`src/rtl/fetch_pkg.sv`:
```
// Shared types and constants for the instruction-fetch stage.
package fetch_pkg;

    typedef enum logic [1:0] {
        BOOT = 2'b00,
        RUN  = 2'b01,
        HALT = 2'b10
    } state_t;

    // Source selected for the next program counter.
    typedef enum logic [1:0] {
        SEL_HOLD   = 2'b00,
        SEL_SEQ    = 2'b01,
        SEL_BRANCH = 2'b10,
        SEL_JUMP   = 2'b11
    } pc_sel_t;

    localparam logic [31:0] PC_INC           = 32'd4;
    localparam logic [31:0] NOP_WORD_DEFAULT = 32'h0000_0000;

    // Word-granular signed branch immediate turned into a byte offset.
    function automatic logic [31:0] branch_offset(input logic [15:0] imm);
        return {{14{imm[15]}}, imm, 2'b00};
    endfunction

endpackage

```
`src/rtl/fetch_unit_if.sv`:
```
// Fetch-stage bus: ID-stage controls, ROM address/data and IF/ID register outputs.
interface fetch_unit_if;

    logic        stall_i;
    logic        branch_taken_i;
    logic [15:0] branch_imm_i;
    logic        jump_i;
    logic [25:0] jump_target_i;
    logic [31:0] rom_data_i;
    logic [31:0] pc_addr_o;
    logic        cs_rom_o;
    logic [31:0] ifid_instr_o;
    logic [31:0] ifid_pc_plus4_o;
    logic        ifid_valid_o;
    logic        fetch_fault_o;

    modport master (
        output stall_i, branch_taken_i, branch_imm_i, jump_i, jump_target_i, rom_data_i,
        input  pc_addr_o, cs_rom_o, ifid_instr_o, ifid_pc_plus4_o, ifid_valid_o, fetch_fault_o
    );

    modport slave (
        input  stall_i, branch_taken_i, branch_imm_i, jump_i, jump_target_i, rom_data_i,
        output pc_addr_o, cs_rom_o, ifid_instr_o, ifid_pc_plus4_o, ifid_valid_o, fetch_fault_o
    );

endinterface

```
`src/rtl/adder_32_bit.sv`:
```
// Plain 32-bit modular adder.
module adder_32_bit (
    input  logic [31:0] a,
    input  logic [31:0] b,
    output logic [31:0] sum
);

    assign sum = a + b;

endmodule

```
`src/rtl/fetch_unit_ifid_pipe_reg.sv`:
```
// IF/ID pipeline register: bubble overrides load, otherwise contents hold.
module ifid_pipe_reg #(
    parameter logic [31:0] NOP_WORD = 32'h0000_0000
) (
    input  logic        clk,
    input  logic        rst_n,
    input  logic        hold,
    input  logic        bubble,
    input  logic        load,
    input  logic [31:0] next_instr,
    input  logic [31:0] next_pc_plus4,
    output logic [31:0] instr,
    output logic [31:0] pc_plus4,
    output logic        valid
);

    always_ff @(posedge clk or negedge rst_n) begin
        if (!rst_n) begin
            instr    <= NOP_WORD;
            pc_plus4 <= '0;
            valid    <= 1'b0;
        end else if (bubble) begin
            instr    <= NOP_WORD;
            pc_plus4 <= '0;
            valid    <= 1'b0;
        end else if (load && !hold) begin
            instr    <= next_instr;
            pc_plus4 <= next_pc_plus4;
            valid    <= 1'b1;
        end
    end

endmodule

```
`src/rtl/fetch_unit.sv`:
```
// Program counter and fetch control in front of a combinational instruction ROM.
module fetch_unit
    import fetch_pkg::*;
#(
    parameter logic [31:0] RESET_PC  = 32'h0000_0000,
    parameter int unsigned ROM_DEPTH = 256,
    parameter logic [31:0] NOP_WORD  = NOP_WORD_DEFAULT
) (
    input  logic         clk,
    input  logic         rst_n,
    fetch_unit_if.slave  bus
);

    localparam logic [31:0] PC_LAST = 32'(ROM_DEPTH - 4);

    state_t      state;
    state_t      state_next;
    pc_sel_t     pc_sel;
    logic [31:0] pc;
    logic [31:0] pc_next;
    logic [31:0] pc_plus4;
    logic [31:0] branch_target;
    logic [31:0] jump_target;
    logic        bad;
    logic        cs_rom;
    logic        ifid_hold;
    logic        ifid_bubble;
    logic        ifid_load;
    logic        fault;
    logic        fault_set;
    logic [31:0] ifid_instr;
    logic [31:0] ifid_pc_plus4;
    logic        ifid_valid;

    adder_32_bit u_pc_inc (
        .a   (pc),
        .b   (PC_INC),
        .sum (pc_plus4)
    );

    // Branch offset is relative to the pc+4 of the branch sitting in IF/ID.
    adder_32_bit u_branch_add (
        .a   (ifid_pc_plus4),
        .b   (branch_offset(bus.branch_imm_i)),
        .sum (branch_target)
    );

    assign jump_target = {ifid_pc_plus4[31:28], bus.jump_target_i, 2'b00};
    assign bad         = (pc[1:0] != 2'b00) || (pc > PC_LAST);

    always_ff @(posedge clk or negedge rst_n) begin
        if (!rst_n) begin
            state <= BOOT;
        end else begin
            state <= state_next;
        end
    end

    always_comb begin
        state_next = state;
        unique case (state)
            BOOT:    state_next = RUN;
            RUN:     state_next = bad ? HALT : RUN;
            HALT:    state_next = HALT;
            default: state_next = HALT;
        endcase
    end

    // Redirect beats stall; branch beats jump.
    always_comb begin
        cs_rom      = 1'b0;
        pc_sel      = SEL_HOLD;
        ifid_hold   = 1'b1;
        ifid_bubble = 1'b0;
        ifid_load   = 1'b0;
        fault_set   = 1'b0;
        unique case (state)
            BOOT: begin
            end
            RUN: begin
                if (bad) begin
                    ifid_hold   = 1'b0;
                    ifid_bubble = 1'b1;
                    fault_set   = 1'b1;
                end else begin
                    cs_rom = 1'b1;
                    if (bus.branch_taken_i) begin
                        pc_sel      = SEL_BRANCH;
                        ifid_hold   = 1'b0;
                        ifid_bubble = 1'b1;
                    end else if (bus.jump_i) begin
                        pc_sel      = SEL_JUMP;
                        ifid_hold   = 1'b0;
                        ifid_bubble = 1'b1;
                    end else if (!bus.stall_i) begin
                        pc_sel    = SEL_SEQ;
                        ifid_hold = 1'b0;
                        ifid_load = 1'b1;
                    end
                end
            end
            HALT: begin
                ifid_hold   = 1'b0;
                ifid_bubble = 1'b1;
            end
            default: begin
            end
        endcase
    end

    always_comb begin
        pc_next = pc;
        unique case (pc_sel)
            SEL_HOLD:   pc_next = pc;
            SEL_SEQ:    pc_next = pc_plus4;
            SEL_BRANCH: pc_next = branch_target;
            SEL_JUMP:   pc_next = jump_target;
            default:    pc_next = pc;
        endcase
    end

    always_ff @(posedge clk or negedge rst_n) begin
        if (!rst_n) begin
            pc    <= RESET_PC;
            fault <= 1'b0;
        end else begin
            pc <= pc_next;
            if (fault_set) begin
                fault <= 1'b1;
            end
        end
    end

    ifid_pipe_reg #(
        .NOP_WORD (NOP_WORD)
    ) u_ifid (
        .clk           (clk),
        .rst_n         (rst_n),
        .hold          (ifid_hold),
        .bubble        (ifid_bubble),
        .load          (ifid_load),
        .next_instr    (bus.rom_data_i),
        .next_pc_plus4 (pc_plus4),
        .instr         (ifid_instr),
        .pc_plus4      (ifid_pc_plus4),
        .valid         (ifid_valid)
    );

    assign bus.pc_addr_o       = pc;
    assign bus.cs_rom_o        = cs_rom;
    assign bus.ifid_instr_o    = ifid_instr;
    assign bus.ifid_pc_plus4_o = ifid_pc_plus4;
    assign bus.ifid_valid_o    = ifid_valid;
    assign bus.fetch_fault_o   = fault;

endmodule

```
`src/flat_wrapper.sv`:
```
// flat-port wrapper written by rule: the top's interface ports become plain ports
module fetch_unit_flat import fetch_pkg::*;
#(
    parameter logic [31:0] RESET_PC  = 32'h0000_0000,
    parameter int unsigned ROM_DEPTH = 256,
    parameter logic [31:0] NOP_WORD  = NOP_WORD_DEFAULT
)
  (clk, rst_n, bus_stall_i, bus_branch_taken_i, bus_branch_imm_i, bus_jump_i, bus_jump_target_i, bus_rom_data_i, bus_pc_addr_o, bus_cs_rom_o, bus_ifid_instr_o, bus_ifid_pc_plus4_o, bus_ifid_valid_o, bus_fetch_fault_o);
  fetch_unit_if bus_i ();
  input  logic clk;
  input  logic rst_n;
  input wire logic [$bits(bus_i.stall_i)-1:0] bus_stall_i;
  input wire logic [$bits(bus_i.branch_taken_i)-1:0] bus_branch_taken_i;
  input wire logic [$bits(bus_i.branch_imm_i)-1:0] bus_branch_imm_i;
  input wire logic [$bits(bus_i.jump_i)-1:0] bus_jump_i;
  input wire logic [$bits(bus_i.jump_target_i)-1:0] bus_jump_target_i;
  input wire logic [$bits(bus_i.rom_data_i)-1:0] bus_rom_data_i;
  output wire logic [$bits(bus_i.pc_addr_o)-1:0] bus_pc_addr_o;
  output wire logic [$bits(bus_i.cs_rom_o)-1:0] bus_cs_rom_o;
  output wire logic [$bits(bus_i.ifid_instr_o)-1:0] bus_ifid_instr_o;
  output wire logic [$bits(bus_i.ifid_pc_plus4_o)-1:0] bus_ifid_pc_plus4_o;
  output wire logic [$bits(bus_i.ifid_valid_o)-1:0] bus_ifid_valid_o;
  output wire logic [$bits(bus_i.fetch_fault_o)-1:0] bus_fetch_fault_o;
  assign bus_i.stall_i = bus_stall_i;
  assign bus_i.branch_taken_i = bus_branch_taken_i;
  assign bus_i.branch_imm_i = bus_branch_imm_i;
  assign bus_i.jump_i = bus_jump_i;
  assign bus_i.jump_target_i = bus_jump_target_i;
  assign bus_i.rom_data_i = bus_rom_data_i;
  assign bus_pc_addr_o = bus_i.pc_addr_o;
  assign bus_cs_rom_o = bus_i.cs_rom_o;
  assign bus_ifid_instr_o = bus_i.ifid_instr_o;
  assign bus_ifid_pc_plus4_o = bus_i.ifid_pc_plus4_o;
  assign bus_ifid_valid_o = bus_i.ifid_valid_o;
  assign bus_fetch_fault_o = bus_i.fetch_fault_o;
  fetch_unit #(.RESET_PC(RESET_PC), .ROM_DEPTH(ROM_DEPTH), .NOP_WORD(NOP_WORD)) u_core (.clk(clk), .rst_n(rst_n), .bus(bus_i));
endmodule
```
`config.mk`:
```
export PLATFORM = sky130hd
export DESIGN_NAME = fetch_unit_flat
export DESIGN_NICKNAME = d
export VERILOG_FILES = /design/src/rtl/fetch_pkg.sv /design/src/rtl/fetch_unit_if.sv /design/src/rtl/adder_32_bit.sv /design/src/rtl/fetch_unit_ifid_pipe_reg.sv /design/src/rtl/fetch_unit.sv /design/src/flat_wrapper.sv
export SDC_FILE = /design/constraint.sdc
export NUM_CORES = 1
export LEC_CHECK = 0
export CAP_MARGIN = 25
export CELL_PAD_IN_SITES_DETAIL_PLACEMENT = 0
export CELL_PAD_IN_SITES_GLOBAL_PLACEMENT = 2
export CORE_ASPECT_RATIO = 0.9
export CORE_MARGIN = 1
export CORE_UTILIZATION = 28
export DETAILED_ROUTE_END_ITERATION = 10
export PLACE_DENSITY = 0.85
export SKIP_CTS_REPAIR_TIMING = 1
export SYNTH_ARGS = -nofsm -noshare
export SYNTH_HDL_FRONTEND = slang
export SYNTH_SLANG_ARGS = --single-unit
export TNS_END_PERCENT = 100
```
`constraint.sdc`:
```
create_clock -name clk -period 3.1 [get_ports clk]
set_input_delay 0.465 -clock clk [delete_from_list [all_inputs] [get_ports clk]]
set_output_delay 0.465 -clock clk [all_outputs]
set_load 0.05 [all_outputs]
```
Word-level counts from Yosys, hierarchy flattened
Index checks and enable logic that the tools add are counted.
{"block": "op_classes", "n_addsub": 2, "magnitude_cmp": 1, "n_mux": 32, "eq_ne": 5, "n_reduce_logical": 7}
{"operator": "two-way mux 32 bit", "n": 4}
{"operator": "one-hot mux 32 bit (3 select lines)", "n": 1}
{"operator": "adder 32 x 3 -> 32 bit (second input constant)", "n": 1}
{"operator": "adder 32 bit", "n": 1}
{"operator": "greater-than comparator 32 x 8 -> 1 bit (second input constant)", "n": 1}
{"operator": "two-way mux 1 bit", "n": 19}
{"operator": "two-way mux 2 bit", "n": 5}
{"operator": "== test 2 bit (second input constant)", "n": 3}
{"operator": "== test 2 x 1 -> 1 bit (second input constant)", "n": 2}
{"operator": "zero test 2 bit", "n": 2}
{"operator": "one-hot mux 1 bit (2 select lines)", "n": 2}
{"operator": "one-hot mux 2 bit (2 select lines)", "n": 1}
{"operator": "nonzero test 2 bit", "n": 2}
{"operator": "logical AND 1 bit", "n": 1}
{"operator": "zero test 1 bit", "n": 1}
{"operator": "logical OR 1 bit", "n": 1}
{"block": "totals", "register_bits": 100, "inputBits": 79, "out_inout_bits": 99, "word_cells": 53}

Depth between registers and ports, before layout
{"block": "depth", "ltp_word": 9, "mapped_depth": 13, "depth_no_buf": 13}

Hierarchy
Synthesis repeated with hierarchy kept, for this count alone.
{"block": "unflattened", "cells_unflattened": 988, "hier_area_um2": 8903.5}
{"module": "adder_32_bit", "cells_each": 241, "seq_area_each_um2": 0.0, "area_each_um2": 1744.2, "n_inst": 2}
{"module": "ifid_pipe_reg", "cells_each": 294, "seq_area_each_um2": 1626.6, "area_each_um2": 3392.0, "n_inst": 1}
{"module": "fetch_unit", "cells_each": 212, "seq_area_each_um2": 875.8, "area_each_um2": 2023.2, "n_inst": 1}

Least setup slack after synthesis
Ideal clock, no wire load.
{"block": "synth_timing", "kind": "flip-flop to flip-flop", "startpoint": "reg u_core.u_ifid.pc_plus4[2]", "endpoint": "reg u_core.pc[28], in the netlist u_core.bus.pc_addr_o[28]", "period_less_slack_ps": 2820, "path_stages_with_launch": 14, "arrival_time_ps": 2678, "slack_ps": 280, "setup_time_ps": 142, "path_buffers": 0, "required_time_ps": 2958, "cell_sequence": "dfrtp_1 -> ha_1 -> inv_1 -> fa_1 -> nor2b_4 -> o21ai_2 -> a21boi_2 -> o31ai_2 -> a21boi_4 -> nor2_1 -> a211o_1 -> o21ai_1 -> xnor2_1 -> a31oi_1"}
{"block": "synth_between", "elab_chain_cells": 2}
{"element": "start, declared", "line_no": "fetch_unit_ifid_pipe_reg.sv:13", "text": "output logic [31:0] pc_plus4,"}
{"element": "start signal, assigned", "line_no": "fetch_unit_ifid_pipe_reg.sv:28", "text": "pc_plus4 <= next_pc_plus4;"}
{"element": "adder 32 bit", "line_no": "adder_32_bit.sv:8", "text": "assign sum = a + b;"}
{"element": "one-hot mux 32 bit (3 select lines)", "line_no": "fetch_unit.sv:113", "text": "unique case (pc_sel)"}
{"element": "end signal, assigned", "line_no": "fetch_unit.sv:127", "text": "pc <= pc_next;"}
{"element": "end, declared", "line_no": "fetch_unit.sv:19", "text": "logic [31:0] pc;"}
Every way passes these cells.
A chain may end at the register's enable or synchronous reset.

Worst setup path after layout
{"block": "layout_timing", "startpoint": "in bus_branch_imm_i[0]", "endpoint": "reg u_core.pc[28], in the netlist u_core.bus.pc_addr_o[28]"}
{"block": "layout_between", "elab_chain_cells": 2}
{"element": "start, declared", "line_no": "flat_wrapper.sv:14", "text": "input wire logic [$bits(bus_i.branch_imm_i)-1:0] bus_branch_imm_i;"}
{"element": "adder 32 bit", "line_no": "adder_32_bit.sv:8"}
{"element": "one-hot mux 32 bit (3 select lines)", "line_no": "fetch_unit.sv:113"}
Every way passes these cells.

==> summary.txt <==
Status: completed
Syn avg cell area: 10.1 um2
Core area: 19300 um2
DP Worst Slack: -0.142 ns
Number of enable flip-flop cells after synthesis: 0
Metal-1 WL: 8.17 mm
Layout Skew: 0.0117 ns
Post-synth ARST share: 1.00
RSZ-0062 raised after global routing: no
Area grow syn2layout: 47.1%
Largest net degree at the start of global routing: 65
Crit-path max FO: 3
Final period util: 0.924
Initial Util: 0.287
Clk_lat worst skew: 0.36 ns
Leak: 3.68 nW
First-pass GRT wire length: 27.7 mm
RR Startpoint: u_core.bus.pc_addr_o[14]
Sequential share of the synthesized area: 0.453
Max VDD drop: 0.258 mV
Site Rows: 48
CTS H-tree depth: 3
Clock root buffer master: clkbuf_16
Fillcell total: 1882
Most common cell after layout, fill and taps aside: clkdlybuf4s50_1
Max Slew Vio Count: 0
Layout Cells excl Fill: 1011
Die area: 20300 um2
Cell variety after synth: 61
Max-cap violation count: 0
DRT Pass-1 Iters: 4
Worst endpoint required time: 3.32 ns
Mapped Area: 5530 um2
Setup TNS: 0 ns
Number of DRC markers in iteration 0: 266
Max layer used: met4
Final Util: 0.422
Io pins: 178
Syn Inst Count: 547
Syn nets: 660
Vias in the first global route: 5129
Pwr/cell area: 368 nW/um2
Hold WC Path Type: input pin to async pin
CTS Buffer Depth: 2
Tightest Pin Transition: 0.859 ns
CTS Buf Count: 9
CTS tree: built
Overflow after GRT: 0
DP Cell Count: 995
Clk sinks: 100
Via count: 5026
Setup violators final: 0
Worst Setup SP: bus_branch_imm_i[0]
Critical path class: input pin to register
WL/cell: 17.5 um
Post-synth top flop: dfrtp_1
Most frequent cells in the layout: 175 x clkdlybuf4s50_1, 100 x dfrtp_1, 44 x nand2_1
Final RePlAce weighted congestion: 0.879
PortBufs: 177
Arrival time at the worst endpoint: 3.09 ns
Hold Vio Cnt, Final: 0
Fin worst setup slack: 0.234 ns
Final Power: 2.99 mW
Yosys Warn Count: 0
Antenna Cells: 0
Clock slew at reported path FFs: 0.07 ns
ANT nets after route: 0
Gr usage total: 0.180
Die Y: 135 um
Fin nets: 869
Antenna violations before repair: 0
Fmax: 349 MHz
Die width: 150 um
Crit end category: register
Slew margin rel.: 0.427
Share of layout cells above drive strength 1: 0.112
Dpl hpwl: 13.7 mm
WL met2: 8.43 mm
Final WL: 17.7 mm
Met3 routed WL: 901 um
DRC viols: 0
Fin crit period: 2.87 ns
Yosys reg bits: 100
Via density: 4.97
Worst setup SP type: input pin
==> cell type report <==
cell class | count | area, um2 | share of cell area
sequential | 100 | 2500 | 0.308
multi-input combinational | 414 | 2890 | 0.355
tap | 250 | 313 | 0.0385
clock inverter | 6 | 43.8 | 0.00539
timing repair buffer | 217 | 2090 | 0.257
clock buffer | 10 | 239 | 0.0294
inverter | 14 | 52.6 | 0.00646
==> power breakdown <==
| group | internal [mW] | leakage [nW] | switching [mW] |
|---|---|---|---|
| registers | 1.34 | 1.34 | 0.0448 |
| logic | 0.224 | 2.20 | 0.278 |
| clock network | 0.573 | 0.140 | 0.536 |
| total | 2.14 | 3.68 | 0.860 |
==> flip-flops by register name (all words and copies together) (netlist names) <==
signal,flops
u_core.u_ifid.instr,32
u_core.u_ifid.valid,1
u_core.bus.fetch_fault_o,1
u_core.state,2
u_core.u_ifid.pc_plus4,32
u_core.bus.pc_addr_o,32
==> layer usage <==
metal | global-route usage | vias to the layer above
met1 | 0.243 | 2484
met5 | 0 | -
li1 | - | 2401
met3 | 0.0364 | 15
met4 | 0.0393 | 0
met2 | 0.295 | 126
==> Yosys cell counts (all sizes together), types with 4 or more instances <==
master / number / share of area
xnor2: 17 / 0.027
a22o: 34 / 0.054
a21o: 28 / 0.038
o31ai: 5 / 0.0086
a21boi: 7 / 0.012
and2: 29 / 0.033
o21ai: 43 / 0.041
a211oi: 5 / 0.0077
and3: 4 / 0.0045
dfrtp: 100 / 0.45
nor3: 9 / 0.010
nor2: 29 / 0.020
nand4: 6 / 0.0079
o21bai: 4 / 0.0054
inv: 14 / 0.0095
buf: 10 / 0.010
ha: 33 / 0.075
xor2: 12 / 0.019
nand2b: 7 / 0.0079
or2: 4 / 0.0045
clkbuf: 9 / 0.0061
nor2b: 5 / 0.0070
nand2: 45 / 0.031
nand3: 8 / 0.0072
a31oi: 9 / 0.011
nor4: 7 / 0.0079
a21oi: 38 / 0.038
==> worst paths after layout <==
path | end | cells past startpoint | slack, ns
min | u_core.bus.pc_addr_o[10] | 1 | 0.21
max reg2reg | u_core.u_ifid.instr[12] | 8 | 0.33
max in group asynchronous | u_core.bus.pc_addr_o[3] | 2 | 2.09
min in group clk | u_core.bus.fetch_fault_o | 1 | 0.47
max | u_core.bus.pc_addr_o[28] | 14 | 0.23
min reg2reg | u_core.bus.fetch_fault_o | 1 | 0.47
==> cells by family after synthesis <==
| group | Yosys count | synth area share |
|---|---|---|
| AOI/OAI and AO/OA | 188 | 0.241 |
| xor gates and xnor gates | 29 | 0.0460 |
| adders and majority gates | 34 | 0.0784 |
| buffers and inverters | 33 | 0.0260 |
| DFF | 100 | 0.453 |
| muxes | 2 | 0.00362 |
| and+or+nand+nor | 161 | 0.152 |
==> metrics by stage <==
| stage | hold slack [ns] | cell area (um2) |
|---|---|---|
| global route | 0.282 | 8130 |
| finish | 0.208 | 8130 |
| detailed placement | 0.451 | 7850 |
| floorplan | 0.169 | 5530 |
| CTS | 0.258 | 8130 |
| global placement | 0.449 | 7850 |
==> worst max-delay path, cell delays in order <==
cell             delay (ns)
clkdlybuf4s50_1        0.47
ha_1                   0.17
inv_1                  0.05
fa_1                   0.42
nor2b_4                0.13
o21ai_2                0.07
a21boi_2               0.23
o31ai_2                0.12
a21boi_4               0.20
nor2_1                 0.07
a211o_1                0.29
o21ai_1                0.17
xnor2_1                0.13
a31oi_1                0.09
Power figures use the tool's default switching activity.
